--- config.mk ---
export PLATFORM = sky130hd
export DESIGN_NAME = uart_sel_cmd_rx
export DESIGN_NICKNAME = d
export VERILOG_FILES = /design/src/rtl/uart_pkg.sv /design/src/rtl/sync_2ff.sv /design/src/rtl/uart_sel_cmd_rx.sv
export SDC_FILE = /design/constraint.sdc
export NUM_CORES = 1
export LEC_CHECK = 0
export ABC_AREA = 1
export CAP_MARGIN = 40
export CORE_MARGIN = 3
export CORE_UTILIZATION = 35
export DETAILED_ROUTE_END_ITERATION = 12
export SYNTH_ARGS = -nofsm -noshare
export SYNTH_HDL_FRONTEND = slang
export SYNTH_SLANG_ARGS = --single-unit
export TNS_END_PERCENT = 50
--- constraint.sdc ---
create_clock -name clk -period 1.7 [get_ports clk]
set_input_delay 0.34 -clock clk [delete_from_list [all_inputs] [get_ports clk]]
set_output_delay 0.34 -clock clk [all_outputs]
set_load 0.1 [all_outputs]
--- src/rtl/uart_pkg.sv ---
// uart_pkg: shared receiver state encoding and default timing/command constants.
package uart_pkg;
  typedef enum logic [2:0] {IDLE, START, DATA, STOP, WAIT_HIGH} rx_state_t;
  localparam logic [7:0] CMD_BASE_DEFAULT = 8'h30;
  localparam int CLKS_PER_BIT_DEFAULT = 104;
endpackage

--- src/rtl/sync_2ff.sv ---
// sync_2ff: two-flop synchroniser for an asynchronous level, resetting to the idle-high value.
module sync_2ff (
  input  logic clk,
  input  logic reset,
  input  logic i_d,
  output logic o_q
);
  logic r_meta;
  always_ff @(posedge clk) begin
    if (!reset) begin
      r_meta <= 1'b1;
      o_q <= 1'b1;
    end else begin
      r_meta <= i_d;
      o_q <= r_meta;
    end
  end
endmodule

--- src/rtl/uart_sel_cmd_rx.sv ---
// uart_sel_cmd_rx: 8N1 UART receiver that turns ASCII command bytes into a 2-bit router channel select.
module uart_sel_cmd_rx
  import uart_pkg::*;
#(
  parameter int CLKS_PER_BIT = CLKS_PER_BIT_DEFAULT,
  parameter logic [7:0] CMD_BASE = CMD_BASE_DEFAULT
) (
  input  logic       clk,
  input  logic       reset,
  input  logic       rx,
  output logic [7:0] data,
  output logic       data_valid,
  output logic       frame_err,
  output logic [1:0] sel,
  output logic       busy
);
  localparam int CW = $clog2(CLKS_PER_BIT);
  localparam logic [CW-1:0] HALF = CW'(CLKS_PER_BIT / 2 - 1);
  localparam logic [CW-1:0] LAST = CW'(CLKS_PER_BIT - 1);
  logic w_rx_s;
  logic [7:0] w_off;
  rx_state_t r_state;
  logic [CW-1:0] r_cnt;
  logic [2:0] r_bidx;
  logic [7:0] r_shift;
  sync_2ff u_sync (.clk(clk), .reset(reset), .i_d(rx), .o_q(w_rx_s));
  // Offset from the first command byte; wraps so out-of-range bytes land at >= 4.
  assign w_off = r_shift - CMD_BASE;
  always_ff @(posedge clk) begin
    if (!reset) begin
      r_state <= IDLE;
      r_cnt <= '0;
      r_bidx <= '0;
      r_shift <= '0;
      data <= '0;
      data_valid <= 1'b0;
      frame_err <= 1'b0;
      sel <= '0;
      busy <= 1'b0;
    end else begin
      data_valid <= 1'b0;
      frame_err <= 1'b0;
      case (r_state)
        IDLE: if (!w_rx_s) begin
          r_state <= START;
          r_cnt <= '0;
          busy <= 1'b1;
        end
        START: if (r_cnt == HALF) begin
          r_cnt <= '0;
          r_bidx <= '0;
          r_state <= w_rx_s ? IDLE : DATA;
          busy <= !w_rx_s;
        end else r_cnt <= r_cnt + 1'b1;
        DATA: if (r_cnt == LAST) begin
          r_shift[r_bidx] <= w_rx_s;
          r_cnt <= '0;
          r_bidx <= r_bidx + 1'b1;
          if (r_bidx == 3'd7) r_state <= STOP;
        end else r_cnt <= r_cnt + 1'b1;
        STOP: if (r_cnt == LAST) begin
          r_cnt <= '0;
          if (w_rx_s) begin
            data <= r_shift;
            data_valid <= 1'b1;
            if (w_off < 8'd4) sel <= w_off[1:0];
            r_state <= IDLE;
            busy <= 1'b0;
          end else begin
            frame_err <= 1'b1;
            r_state <= WAIT_HIGH;
          end
        end else r_cnt <= r_cnt + 1'b1;
        WAIT_HIGH: if (w_rx_s) begin
          r_state <= IDLE;
          busy <= 1'b0;
        end
        default: begin
          r_state <= IDLE;
          busy <= 1'b0;
        end
      endcase
    end
  end
endmodule

==> flow_summary_export.csv, run 1 <==
group,metric,value,unit
outcome,status,"completed",
power,p_per_area,1090,mW/mm^2
layout,fin_util,47.1,%
synth,synthCells,239,
cts,cts_inserted_buffers,5,
cts,cts.sinks,36,
critical_path,path_class,"reg2reg",
power,ir_drop,0.574,mV
detailed_routing,viasPerCell,4.60,
sta,maxClockFrequency,0.657,GHz
synth,yosysWarnings,0,
synth,syn-num-nets,245,
layout,final_cell_mix,"nand2_1, nor2_1, dfxtp_1",
sta,fin_worst_skew,0.00862,ns
cts,ctsHoldBuffers,0,
hold_path,hp-class,"reg2reg",
critical_path,cp.arrival,1.70,ns
sta,relSlewSlack,78.4,%
cts,clockRootBuffer,"clkbuf_8",
synth,yosysUniqueCellTypes,32,
critical_path,start_kind,"flip-flop",
sta,hold_violations,0,
layout,layout.nets,266,
cts,clk_latency,0.29,ns
layout,drive_above_1_share,21.1,%
detailed_routing,wl_per_cell,11.1,um
critical_path,crit_chain,"ha_1 > nand2_2 > nor2_4 > nand2_4 > nor2_4 > nand2_4 > nor3_1 > nor2_1",
sta,setup_viol,0,
synth,synth_area_per_cell,7.31,sq um
power,p_leak,0.886,nW
global_route,grt_usage,13.6,%
critical_path,worstPathRequired,1.88,ns
global_route,grt_start_max_net_pins,24,
detailed_routing,dr.first_iter.drc_count,80,
die,rows,25,
global_route,grt_pass1_vias,1429,
cts,clock_path_buffers,2,
cts,path_clk_slew,0.07,ns
layout,n_antenna_cell,0,
cts,post-cts-setup-buffer-count,0,
detailed_routing,postRouteAntennaNets,0,
die,die_area,0.00588,sq mm
die,coreArea,0.00479,sq mm
sta,period_needed,1.52,ns
die,initial_core_util,36.5,%
cts,cts_tree,"built",
global_route,grt_pass1_wl,6470,um
sta,fin_crit_sh,89.5,%
synth,yosysTopAreaCellShare,41.2,%
place,post-place-ws,0.157,ns
sta,fin_ws,0.178,ns
sta,rsz0062_at_grt,"no",
global_route,overflow,0,
detailed_routing,vias,1508,
cts,htreeDepth,2,
job,max_cap_viol_count,0,
place,gp_congestion,0.843,
place,place_hpwl,2700,um
synth,ys_ff_latch,36,
synth,ys_seq_area_share,41.2,%
layout,syn_to_final_growth,29.0,%
critical_path,end_kind,"flip-flop",
die,ios,16,
sta,drv_slew,0,
sta,worstMarginPinSlew,0.323,ns
global_route,antenna_found_initial,0,
critical_path,crit_fanout,10,
critical_path,slowest_delay,0.37,ns
critical_path,cp_slowest_cell,"dfxtp_1",
sta,setup_tns,0,ns
detailed_routing,wirelength,3660,um
layout,final_common_cell,"nand2_1",
detailed_routing,drt_pass1_iterations,4,
die,die_y,76.7,um
die,die_w,76.7,um
synth,ys_top_cells_by_area,"dfxtp_1, nand2_1, nor2_1, o21ai_0, a21oi_1",
detailed_routing,drc,0,
place,port_buffers,15,
synth,synth_top_area_cell,"dfxtp_1",
synth,synth_area,0.00175,sq mm
## path summary, 6_finish.rpt
check / startpoint / endpoint / slack, ns / cells past startpoint
min reg2reg: u_sync.r_meta$_SDFF_PN1_ / u_sync.o_q$_SDFF_PN1_ / 0.42 / 1
max reg2reg: r_cnt[0]$_SDFFE_PN0P_ / r_shift[7]$_SDFFE_PN0P_ / 0.18 / 8
max: r_cnt[0]$_SDFFE_PN0P_ / r_shift[7]$_SDFFE_PN0P_ / 0.18 / 8
min: u_sync.r_meta$_SDFF_PN1_ / u_sync.o_q$_SDFF_PN1_ / 0.42 / 1
## metal layers
layer	global-route usage (%)	share of wire, %	up-vias
li1	-	-	812
met4	5.43	1.7	0
met2	21.5	45	21
met5	0	0	-
met1	17.6	50	669
met3	3.76	3.9	6
## Yosys cell counts
library cell / number
nor3_1: 5
a21boi_0: 1
nand3_1: 12
o21ai_0: 19
buf_2: 1
a21oi_1: 18
or2_1: 1
o21ai_2: 2
inv_2: 3
dfxtp_1: 36
clkbuf_1: 2
clkinv_1: 2
clkinv_2: 1
nor2_2: 3
o21a_1: 1
inv_4: 1
nor2_4: 3
or2_2: 3
inv_1: 21
clkbuf_4: 1
nand4_1: 6
nand3b_1: 1
nor2_1: 36
nor3_2: 2
buf_6: 1
nand2_2: 6
nand2_4: 4
ha_1: 3
nand2_1: 40
o211ai_1: 1
xnor2_1: 1
nand3_2: 2
## critical path, delay by kind of cell (launching register included)
kind	cells	cell delay (ns)
fa+ha+maj	1	0.19
flops	1	0.37
simple gates	7	0.85
## layout make-up
cell class	count	area, sq um
fillers	493	2530
well taps	67	83.8
clock inverters	1	30.0
clock buffers	7	96.3
repair buffers	19	323
flip-flops and latches	36	721
inverters	28	109
multi-input cells	170	892
## where the power goes
group	switching [mW]	total [mW]	internal, mW
logic	0.435	0.661	0.227
registers	0.0732	0.966	0.893
clock network	0.310	0.827	0.517
## logic make-up (layout without fill, tap and decap cells)
logic type,Yosys count,in the layout,synth area share (%)
simple gates,124,124,35.2
compound gates,42,42,12.9
buf+inv,33,55,8.02
xor+xnor,1,1,0.501
flops,36,36,41.2
fa+ha+maj,3,3,2.15
## through the flow
step           hold WS (ns)  cells  total power, mW  instance area, sq um
2_1_floorplan         0.393    239             1.47                  1750
5_1_grt               0.436    328             2.59                  2250
6_report              0.424    328             2.46                  2250
3_3_place_gp          0.398    320             1.63                  2120
4_1_cts               0.424    328             2.48                  2250
3_5_place_dp          0.407    320             1.64                  2120
## registers in the layout, indices dropped and copies added, names as in the netlist, 2 cells and up
name	cells
r_shift	8
data	8
r_state	3
r_bidx	3
sel	2
r_cnt	7
## what timing repair did
| action | 4_1_cts | 5_1_grt |
|---|---|---|
| endpoints found under the hold margin | 0 | 0 |
| setup endpoints to repair | 0 | 2 |
| resized for setup | 0 | 2 |
(Power assumes the default switching activity.)
==> inputs of run 2 (changes only) <==
--- a/config.mk
+++ b/config.mk
@@ -6,9 +6,9 @@
 export NUM_CORES = 1
 export LEC_CHECK = 0
-export ABC_AREA = 1
 export CAP_MARGIN = 40
 export CORE_MARGIN = 3
 export CORE_UTILIZATION = 35
 export DETAILED_ROUTE_END_ITERATION = 12
+export RECOVER_POWER = 50
 export SYNTH_ARGS = -nofsm -noshare
 export SYNTH_HDL_FRONTEND = slang
==> constraint.sdc (replaced) <==
create_clock -name clk -period 1.7 [get_ports clk]
set_input_delay 0.34 -clock clk [delete_from_list [all_inputs] [get_ports clk]]
set_output_delay 0.34 -clock clk [all_outputs]
set_load 0.005 [all_outputs]
==> flow_summary_export.csv, run 2 <==
group,metric,value,unit
outcome,status,"finished, violations left",
outcome,violations,"setup timing",
sta,fin_worst_skew,0.0102,ns
power,combPwrFrac,5.5,%
layout,n_antenna_cell,0,
die,die_w,77.1,um
cts,clock_path_buffers,2,
detailed_routing,postRouteAntennaNets,0,
critical_path,crit_fanout,4,
layout,n_fill_cell,481,
sta,setup_viol,5,
cts,clockRootBuffer,"clkbuf_8",
place,post-place-ws,-0.117,ns
sta,fin_ws,-0.0717,ns
layout,instances_no_fill,330,
synth,syn-num-nets,214,
synth,yosysTopAreaCellShare,40.7,%
die,rows,25,
die,initial_core_util,36.7,%
global_route,antenna_found_initial,0,
layout,top_regs,"data x8, r_shift x8, r_cnt x7",
detailed_routing,drt_pass1_iterations,4,
sta,rsz0062_at_grt,"yes",
global_route,grt_start_max_net_pins,23,
sta,relSlewSlack,66.0,%
global_route,grt_pass1_vias,1710,
die,die_area,0.00594,sq mm
cts,clk_latency,0.29,ns
power,swShare,22.1,%
synth,synth_top_area_cell,"dfxtp_1",
sta,drv_slew,0,
synth,yosysWarnings,0,
layout,final_cell_mix,"buf_4, dfxtp_1, nand2_1, nor2_1, a21oi_1",
cts,htreeDepth,2,
sta,maxClockFrequency,0.564,GHz
sta,worstMarginPinSlew,0.508,ns
power,p_clk_share,44.2,%
global_route,grt_usage,16.4,%
synth,async_flop_share,0,%
synth,ys_ff_latch,36,
layout,regArea,731,sq um
power,internal_power,1.32,mW
place,place_inst,311,
die,coreArea,0.00482,sq mm
hold_path,hp-class,"reg2reg",
cts,cts_inserted_buffers,5,
power,p_leak,0.925,nW
synth,ys_seq_area_share,40.7,%
synth,synth_common_cells,"dfxtp_1, a21oi_1, nand2_1, nor2_1, clkbuf_1",
sta,fin_crit_sh,104,%
synth,synthCells,208,
layout,drive_above_1_share,32.7,%
power,power_frac_seq,50.4,%
synth,synth_area,0.00177,sq mm
power,power_switching,0.375,mW
job,max_cap_viol_count,0,
cts,cts.sinks,36,
critical_path,path_class,"reg2reg",
die,ios,16,
detailed_routing,wl_per_cell,14.6,um
detailed_routing,wirelength,4810,um
power,total_power,1.70,mW
power,ir_drop,0.268,mV
critical_path,end_kind,"flip-flop",
synth,synth_ff_type,"dfxtp_1",
synth,ys_top_cells_by_area,"dfxtp_1, mux2i_1, a21oi_1, nand4_1, nand2_1",
die,die_y,77.1,um
global_route,overflow,0,
layout,final_common_cell,"buf_4",
place,port_buffers,15,
synth,synth_edf_count,0,
detailed_routing,dr.first_iter.drc_count,79,
synth,yosysUniqueCellTypes,45,
global_route,grt_pass1_wl,7960,um
layout,multi_input_area,0.00111,sq mm
layout,layout.nets,268,
detailed_routing,viasPerCell,5.45,
detailed_routing,drc,0,
place,place_hpwl,3220,um
detailed_routing,vias,1798,
sta,timing.hold.ws,0.410,ns
cts,cts_tree,"built",
cts,ctsHoldBuffers,0,
critical_path,cp.arrival,2.00,ns
power,p_per_area,657,mW/mm^2
cts,path_clk_slew,0.08,ns
sta,period_needed,1.77,ns
sta,hold_violations,0,
critical_path,worstPathRequired,1.92,ns
synth,synth_most_common_cell,"dfxtp_1",
place,gp_congestion,0.894,
layout,syn_to_final_growth,45.8,%
critical_path,start_kind,"flip-flop",
synth,synth_area_per_cell,8.51,sq um
==> run 2: cell count changes after synthesis, sizes merged, moves of 5 or more <==
| cell | previous run | this run |
|---|---|---|
| mux2i | 0 | 9 |
| a211oi | 0 | 5 |
| nand2b | 0 | 5 |
| nand2 | 50 | 14 |
| nand3 | 14 | 9 |
| nor2 | 42 | 14 |
| nor4 | 0 | 5 |
| inv | 25 | 9 |
| o211ai | 1 | 6 |
| clkbuf | 3 | 10 |
| o21ai | 21 | 7 |
==> run 2: final timing paths <==
check                            from  slack (ns)                 endpoint  depth (start not counted)
max             r_cnt[1]$_SDFFE_PN0P_       -0.07  r_state[1]$_SDFFE_PN0P_                          5
min          u_sync.r_meta$_SDFF_PN1_        0.41    u_sync.o_q$_SDFF_PN1_                          1
max reg2reg     r_cnt[1]$_SDFFE_PN0P_       -0.07  r_state[1]$_SDFFE_PN0P_                          5
min reg2reg  u_sync.r_meta$_SDFF_PN1_        0.41    u_sync.o_q$_SDFF_PN1_                          1
==> run 2: cell type report <==
cell class,count,area share [%]
clock buffer,6,2.81
clock inverter,2,1.36
inverter,9,1.31
multi-input combinational,150,43.0
sequential,36,28.3
tap,67,3.25
timing repair buffer,60,20.0
==> run 2: metrics by stage <==
| step | util, % | cell area (sq um) | setup TNS, ns |
|---|---|---|---|
| 2_1_floorplan | - | 1830 | -0.0496 |
| 3_3_place_gp | 47.2 | 2270 | -0.311 |
| 3_5_place_dp | 47.2 | 2270 | -0.765 |
| 4_1_cts | 50.8 | 2450 | -0.573 |
| 5_1_grt | 53.6 | 2580 | -0.873 |
| 6_report | 53.6 | 2580 | -0.165 |
==> run 2: cell families after synthesis <==
logic type | count (synthesis) | share of synthesized area (%)
buf+inv | 22 | 5.23
compound gates | 60 | 22.8
mux | 9 | 5.09
simple gates | 78 | 24.0
flops | 36 | 40.7
fa+ha+maj | 3 | 2.12
==> run 2: repair_timing <==
action                     in CTS  in global routing
buffers inserted                4                  6
gates cloned                    0                  1
setup endpoints to repair      22                 28
gates resized for setup        10                 22
pin swaps                       3                 13
==> run 2: power groups by stage <==
stage	logic (mW)	clock network, mW	registers [mW]
global placement	0.0874	0	0.875
detailed placement	0.0875	0	0.875
CTS	0.0903	0.774	0.854
finish	0.0927	0.749	0.854
floorplan	0.0483	0	0.873
global route	0.101	0.809	0.855
==> run 2: layer usage <==
layer | global-route usage, % | part of all wire (%) | up-vias
li1 | - | - | 892
met2 | 26.8 | 48 | 39
met1 | 20.5 | 47 | 861
met4 | 7.65 | 1.5 | 0
met5 | 0 | 0 | -
met3 | 3.64 | 3.8 | 6
==> run 2: worst max-delay path, cell delays in order (launching register included) <==
cell and delay [ns]:
dfxtp_2 0.36, ha_4 0.15, or3b_4 0.40, or2_4 0.25
or4_4 0.42, a21oi_2 0.13
==> inputs of run 3 (changes only) <==
Settings changed: PLACE_DENSITY from default to 0.57, REMOVE_ABC_BUFFERS from default to 1.
==> flow_summary_export.csv, run 3 (same netlist as run 2, synthesis figures left out) <==
group,metric,value,unit
critical_path,start_kind,"flip-flop",
job,max_cap_viol_count,0,
sta,rsz0062_at_grt,"yes",
cts,clk_latency,0.29,ns
global_route,overflow,0,
cts,cts_tree,"built",
sta,setup_viol,10,
detailed_routing,drt_pass1_iterations,4,
power,ir_drop,0.687,mV
global_route,antenna_found_initial,0,
die,coreArea,0.00482,sq mm
cts,clockRootBuffer,"clkbuf_8",
layout,final_common_cell,"dfxtp_1",
cts,ctsHoldBuffers,0,
place,place_area,0.00217,sq mm
layout,top_regs,"data x8, r_shift x8, r_cnt x7",
layout,n_fill_cell,469,
die,rows,25,
die,die_w,77.1,um
layout,drive_above_1_share,30.3,%
sta,worstMarginPinSlew,0.381,ns
global_route,grt_start_max_net_pins,16,
critical_path,path_buf_inv,0,
place,place_hpwl,3160,um
cts,path_clk_slew,0.08,ns
sta,timing.hold.ws,0.410,ns
hold_path,hp-class,"reg2reg",
place,gp_congestion,0.857,
power,p_per_area,674,mW/mm^2
die,die_area,0.00594,sq mm
layout,instances_no_fill,321,
place,port_buffers,15,
sta,maxClockFrequency,0.577,GHz
power,p_leak,0.861,nW
sta,fin_ws,-0.0333,ns
critical_path,path_class,"reg2reg",
cts,cts_inserted_buffers,5,
layout,multi_input_area,0.00113,sq mm
sta,fin_worst_skew,0.00754,ns
critical_path,r2r_setup_slack,-0.03,ns
sta,fin_crit_sh,102,%
critical_path,cp.arrival,1.96,ns
detailed_routing,viasPerCell,5.56,
critical_path,critical_path.top_delay_family,"simple AND/OR/NAND/NOR gates",
critical_path,crit_chain,"ha_4 > or3b_4 > or2_4 > or4_4 > a21oi_2",
layout,regArea,731,sq um
cts,cts.sinks,36,
layout,syn_to_final_growth,42.9,%
die,ios,16,
die,die_y,77.1,um
place,place_inst,306,
critical_path,worstPathRequired,1.93,ns
cts,clock_path_buffers,2,
sta,relSlewSlack,74.5,%
die,initial_core_util,36.7,%
cts,htreeDepth,2,
outcome,status,"finished, violations left",
layout,final_cell_mix,"dfxtp_1, buf_4, nand2_1, nor2_1, a21oi_1",
layout,n_antenna_cell,0,
critical_path,cp_slowest_cell,"or4_4",
layout,layout.nets,259,
outcome,violations,"setup timing",
global_route,grt_usage,16.0,%
layout,stdcell_area,0.00253,sq mm
detailed_routing,drc,0,
sta,period_needed,1.73,ns
global_route,grt_pass1_vias,1628,
detailed_routing,dr.first_iter.drc_count,98,
sta,drv_slew,0,
sta,setup_tns,-0.0937,ns
detailed_routing,wl_per_cell,14.8,um
detailed_routing,vias,1785,
global_route,grt_pass1_wl,7720,um
critical_path,end_kind,"flip-flop",
detailed_routing,wirelength,4750,um
critical_path,crit_fanout,4,
critical_path,slowest_delay,0.41,ns
sta,hold_violations,0,
detailed_routing,postRouteAntennaNets,0,
## run 3: through the flow
step	total power, mW	worst slack [ns]	util [%]
2_1_floorplan	0.915	-0.952	-
3_3_place_gp	0.962	-0.141	45.0
3_5_place_dp	0.961	-0.162	45.0
4_1_cts	1.72	-0.0337	50.2
5_1_grt	1.76	-0.0922	52.5
6_report	1.70	-0.0333	52.5
## run 3: report_power, final
part           leakage [nW]  total [mW]  internal, mW  switching [mW]
combinational         0.513      0.0905        0.0358          0.0547
sequential            0.294       0.853         0.847         0.00608
clock                0.0541       0.760         0.434           0.326
## run 3: what timing repair did
action	in CTS	in global routing
resized for setup	24	21
cloned	2	1
pin swaps	7	9
setup buffers	4	0
endpoints found under the setup margin	27	28
## run 3: worst paths after layout
check / start / to / cells after the start
min: u_sync.r_meta$_SDFF_PN1_ / u_sync.o_q$_SDFF_PN1_ / 1
max reg2reg: r_cnt[0]$_SDFFE_PN0P_ / r_state[1]$_SDFFE_PN0P_ / 5
min reg2reg: u_sync.r_meta$_SDFF_PN1_ / u_sync.o_q$_SDFF_PN1_ / 1
max: r_cnt[0]$_SDFFE_PN0P_ / r_state[1]$_SDFFE_PN0P_ / 5
## run 3: final cells by class
type / count / area share [%]
inverter: 9 / 1.34
multi-input combinational: 151 / 44.7
tap: 67 / 3.32
clock buffer: 5 / 2.72
clock inverter: 3 / 1.68
sequential: 36 / 28.9
timing repair buffer: 50 / 17.3
## run 3: metal layers
metal	track usage, %	wire, um	up-vias
met1	20.5	2170	851
met4	4.63	42	0
li1	-	-	885
met2	27.0	2360	41
met5	0	0	-
met3	3.40	181	8
